<file path="config.mk">
export PLATFORM = sky130hd
export DESIGN_NAME = sprite_mem_loader
export DESIGN_NICKNAME = d
export VERILOG_FILES = /design/src/rtl/sprite_mem_loader.sv
export SDC_FILE = /design/constraint.sdc
export NUM_CORES = 1
export LEC_CHECK = 0
export BUFFER_PORTS_ARGS = -buffer_cell sky130_fd_sc_hd__buf_2
export CORE_ASPECT_RATIO = 1.75
export CORE_MARGIN = 4
export CORE_UTILIZATION = 55
export CTS_CLUSTER_DIAMETER = 120
export CTS_CLUSTER_SIZE = 25
export DETAILED_ROUTE_END_ITERATION = 10
export PLACE_DENSITY = 0.8
export RECOVER_POWER = 100
export SYNTH_ARGS = -nofsm -noshare
export SYNTH_HDL_FRONTEND = slang
export SYNTH_SLANG_ARGS = --single-unit
</file>
<file path="constraint.sdc">
create_clock -name clk -period 3 [get_ports clk]
set_input_delay 0.45 -clock clk [delete_from_list [all_inputs] [get_ports clk]]
set_output_delay 0.45 -clock clk [all_outputs]
set_load 0.05 [all_outputs]
</file>
<file path="src/rtl/sprite_mem_loader.sv">
// Streams IMG_W x IMG_H pixel bytes into sprite memory in raster order;
// the memory address port is shared with the renderer's read address.
module sprite_mem_loader #(
   parameter int unsigned IMG_W = 344,
   parameter int unsigned IMG_H = 95
) (
   input  logic        clk,
   input  logic        rst,
   input  logic        start,
   input  logic        abort,
   input  logic [7:0]  in_data,
   input  logic        in_valid,
   output logic        in_ready,
   input  logic [14:0] rd_addr,
   output logic [14:0] mem_addr,
   output logic [7:0]  mem_wdata,
   output logic        mem_we,
   output logic        loading,
   output logic        done
);

   localparam int unsigned ADDR_W = 15;
   localparam int unsigned DATA_W = 8;
   localparam int unsigned X_W    = (IMG_W > 1) ? $clog2(IMG_W) : 1;
   localparam int unsigned Y_W    = (IMG_H > 1) ? $clog2(IMG_H) : 1;
   localparam logic [X_W-1:0] X_LAST = X_W'(IMG_W - 1);
   localparam logic [Y_W-1:0] Y_LAST = Y_W'(IMG_H - 1);

   typedef enum logic [1:0] {
      S_IDLE = 2'd0,
      S_LOAD = 2'd1,
      S_DONE = 2'd2
   } state_t;

   state_t              r_state;
   state_t              w_state_nxt;
   logic [X_W-1:0]      r_x;
   logic [Y_W-1:0]      r_y;
   logic [ADDR_W-1:0]   r_wr_addr;
   logic [ADDR_W-1:0]   r_mem_waddr;
   logic [DATA_W-1:0]   r_mem_wdata;
   logic                r_mem_we;
   logic                r_loading;
   logic                r_done;
   logic                w_xfer;
   logic                w_start_ok;
   logic                w_last_px;

   assign in_ready   = (r_state == S_LOAD);
   assign w_xfer     = in_valid & in_ready;
   assign w_start_ok = (r_state == S_IDLE) & start & ~abort;
   assign w_last_px  = (r_x == X_LAST) & (r_y == Y_LAST);

   always_ff @(posedge clk or posedge rst) begin
      if (rst) r_state <= S_IDLE;
      else     r_state <= w_state_nxt;
   end

   always_comb begin
      w_state_nxt = r_state;
      case (r_state)
         S_IDLE: if (w_start_ok) w_state_nxt = S_LOAD;
         S_LOAD: begin
            if (abort)                      w_state_nxt = S_IDLE;
            else if (w_xfer && w_last_px)   w_state_nxt = S_DONE;
         end
         S_DONE:  w_state_nxt = S_IDLE;
         default: w_state_nxt = S_IDLE;
      endcase
   end

   // Raster counters; wr_addr tracks y*IMG_W+x incrementally.
   always_ff @(posedge clk or posedge rst) begin
      if (rst) begin
         r_x       <= '0;
         r_y       <= '0;
         r_wr_addr <= '0;
      end else if (w_start_ok) begin
         r_x       <= '0;
         r_y       <= '0;
         r_wr_addr <= '0;
      end else if (w_xfer) begin
         if (r_x == X_LAST) begin
            r_x <= '0;
            r_y <= r_y + Y_W'(1);
         end else begin
            r_x <= r_x + X_W'(1);
         end
         r_wr_addr <= r_wr_addr + ADDR_W'(1);
      end
   end

   // Write port lags the handshake by one cycle.
   always_ff @(posedge clk or posedge rst) begin
      if (rst) begin
         r_mem_we    <= 1'b0;
         r_mem_waddr <= '0;
         r_mem_wdata <= '0;
         r_loading   <= 1'b0;
         r_done      <= 1'b0;
      end else begin
         r_mem_we  <= w_xfer;
         r_loading <= (w_state_nxt != S_IDLE);
         r_done    <= (w_state_nxt == S_DONE);
         if (w_xfer) begin
            r_mem_waddr <= r_wr_addr;
            r_mem_wdata <= in_data;
         end
      end
   end

   assign mem_we    = r_mem_we;
   assign mem_wdata = r_mem_wdata;
   assign mem_addr  = r_mem_we ? r_mem_waddr : rd_addr;
   assign loading   = r_loading;
   assign done      = r_done;

endmodule

</file>
==> summary.md <==
| Metric | Value |
|---|---|
| Final hold vios | `0` |
| Setup TNS | `0 ns` |
| Critical path peak fanout | `16` |
| Syn-to-layout area delta | `17.0%` |
| Leak | `1.55 nW` |
| CP required | `2.55 ns` |
| CP Data Arrival Time | `1.84 ns` |
| Crit. End Element | `output port` |
| Io pins | `55` |
| Clock sink count | `59` |
| Cts bufs inserted | `9` |
| Cts hold-fix bufs | `0` |
| Bufs on Longest Clock Path | `2` |
| Syn_nets | `323` |
| Placer Congestion | `0.877` |
| Die height | `102 um` |
| Tmin final | `2.29 ns` |
| Most common cell after layout, fill and taps aside | `nand2_1` |
| DRC Markers | `0` |
| Root cell of the clock tree | `clkbuf_8` |
| Worst rel slew slack | `22.2%` |
| Critical path class | `reg2out` |
| Initial antenna violation count | `0` |
| Yosys warns | `0` |
| Full die area | `6330 um^2` |
| Number of global-route vias before repair | `2,256` |
| Worst slew pin tran | `1.17 ns` |
| Mapped cell area | `2790 um^2` |
| Fmax achieved | `0.438 GHz` |
| Final wirelength | `5780 um` |
| Synth Register Bits | `59` |
| Clk_skew | `0.00308 ns` |
| First-pass GRT wire length | `9740 um` |
| Final count of negative-setup-slack endpoints | `0` |
| Setup Fix Bufs, Post-CTS | `0` |
| Worst-path clk slew | `0.06 ns` |
| Layout cells sized above 1 | `17.2%` |
| Largest net degree at the start of global routing | `32` |
| Multi-input logic area | `1250 um^2` |
| Final nets | `382` |
| CTS tree | `built` |
| Total chip power | `2.01 mW` |
| Die width | `61.9 um` |
| Core area | `4930 um^2` |
| Clock Latency Late Sink | `0.33 ns` |
| Distinct cell type count after synthesis | `34` |
| Post-layout util | `66.3%` |
| Via density per instance | `5.49` |
| Max Cap Violations | `0` |
| DR vias | `2,239` |
| Crit-path cells | `mux2_2, clkbuf_1` |
| PD cells | `613 nW/um^2` |
| Sequential fraction of design power | `45.7%` |
| Comb pwr share | `19.2%` |
| Detailed router's first-iteration violation count | `86` |
| Initial Utilization | `56.6%` |
| Port bufs | `54` |
| Diodes inserted | `0` |
| Commonest cells after routing, fill and taps aside | `81 x nand2_1, 59 x dfrtp_1, 33 x clkbuf_1` |
| Max IR drop VDD | `0.508 mV` |
| Wire per inst | `14.2 um` |
| P_int | `1.38 mW` |
| Sequential area share after synthesis | `52.8%` |
| Max Slew Vio Count | `0` |
| Register area | `1480 um^2` |
| RSZ-0062 raised after global routing | `no` |
| # resized after CTS | `0` |
| Antenna Nets Post-Route | `0` |
| GR Util All Layers | `20.8%` |
| Switching Power | `0.627 mW` |
| Post-Synthesis Cells | `291` |
| Cell row count | `34` |
| Hold WC Path Type | `in2reg` |
| Critical path's slowest cell | `dfrtp_1` |
| Synth Area per Inst | `9.60 um^2` |
| Status | `finished clean` |
| Nature of the critical path startpoint | `flip-flop` |
| H-tree Lvls | `3` |
| Tcrit/Tclk final | `76.2%` |
| Dpl hpwl | `4200 um` |
| Switching share of power | `31.3%` |
| Crit-path max cell delay | `0.75 ns` |
| Remaining Overflow, GRT | `0` |
| DR pass1 iterations | `4` |
| Fillers | `421` |
| Clk network pwr share | `35.1%` |
[power groups by stage]
stage | sequential (mW) | combinational [mW] | clock, mW
6_report | 0.916 | 0.386 | 0.704
5_1_grt | 0.925 | 0.420 | 0.759
4_1_cts | 0.916 | 0.408 | 0.718
3_5_place_dp | 0.930 | 0.406 | 0
3_3_place_gp | 0.926 | 0.401 | 0
2_1_floorplan | 1.02 | 0.211 | 0
[final cells by class]
class	instances	area share, %
flip-flops and latches	59	45.2
multi-input cells	215	38.2
repair buffers	59	7.92
clock buffers	13	4.86
well taps	54	2.07
clock inverters	2	1.07
inverters	6	0.689
[worst max-delay path: cells and delay by family (launching register included)]
family,cells,cell delay (ns)
buffers and inverters,1,0.49
multiplexers,1,0.27
flip-flops,1,0.75
[routing by layer]
| metal | global-route usage (%) | vias up | share of wire (%) |
|---|---|---|---|
| met3 | 5.06 | 12 | 4.9 |
| met5 | 0 | - | 0 |
| met1 | 21.6 | 1062 | 38 |
| li1 | - | 1108 | - |
| met2 | 36.5 | 57 | 55 |
| met4 | 11.4 | 0 | 2.6 |
[cells by family (layout without fill, tap and decap cells)]
logic type                 after synthesis  count (layout)  share of synthesized area, %
adders and majority gates                4               4                          1.79
and+or+nand+nor                        153             153                          26.1
xor gates and xnor gates                18              18                          5.64
buffers and inverters                   17              80                          2.28
muxes                                   17              17                          6.81
AOI/OAI and AO/OA                       23              23                          4.52
DFF                                     59              59                          52.8
[registers in the layout, indices dropped and copies added, names as in the netlist]
register     cells
r_state          2
mem_we           1
r_mem_waddr     15
loading          1
mem_wdata        8
r_y              7
r_x              9
done             1
r_wr_addr       15
[cells in the mapped netlist]
cell       count  area share (%)
nand2_1       81              11
dfrtp_1       59              53
nor2_1        22             3.0
mux2_2        16             6.4
xnor2_1       12             3.8
a21oi_1       10             1.8
clkbuf_1      10             1.3
nand3_1       10             1.8
nor3_1         8             1.4
o21ai_0        8             1.4
nand4_1        7             1.6
inv_1          6            0.81
nor4_1         6             1.3
xor2_1         6             1.9
ha_1           4             1.8
or4_1          3            0.81
a31oi_1        2            0.45
nand2b_1       2            0.45
nand4b_1       2            0.63
o31ai_1        2            0.54
or3_1          2            0.45
a22o_1         1            0.31
and2_1         1            0.22
and4b_1        1            0.36
and4bb_2       1            0.45
buf_1          1            0.13
mux2i_1        1            0.36
nand3b_1       1            0.27
nand4_4        1            0.76
nand4bb_1      1            0.40
nor4b_1        1            0.31
or3_2          1            0.27
or4_4          1            0.40
or4b_2         1            0.36
[stage by stage]
| step | hold slack (ns) | std cells | worst slack, ns | area (um^2) |
|---|---|---|---|---|
| final | 0.309 | 408 | 0.714 | 3270 |
| after global routing | 0.307 | 408 | 0.456 | 3270 |
| after CTS | 0.182 | 408 | 0.816 | 3330 |
| after detailed placement | 0.457 | 393 | 0.895 | 3130 |
| after global placement | 0.452 | 393 | 0.946 | 3130 |
| after floorplan | 0.440 | 291 | 0.812 | 2790 |
[worst paths after layout]
check                                            from                          to  slack, ns  cells after the start
max                                  mem_we$_DFF_PP0_                mem_addr[14]       0.71                      2
min                                        in_data[4]    mem_wdata[4]$_DFFE_PP0P_       0.31                      3
max reg2reg                      r_state[0]$_DFF_PP0_    r_wr_addr[5]$_DFFE_PP0P_       0.75                      5
min reg2reg                r_mem_waddr[4]$_DFFE_PP0P_  r_mem_waddr[4]$_DFFE_PP0P_       0.47                      2
max in group asynchronous                         rst  r_mem_waddr[6]$_DFFE_PP0P_       1.35                      3
min in group asynchronous                         rst    mem_wdata[5]$_DFFE_PP0P_       0.36                      2
(Power assumes the default switching activity.)
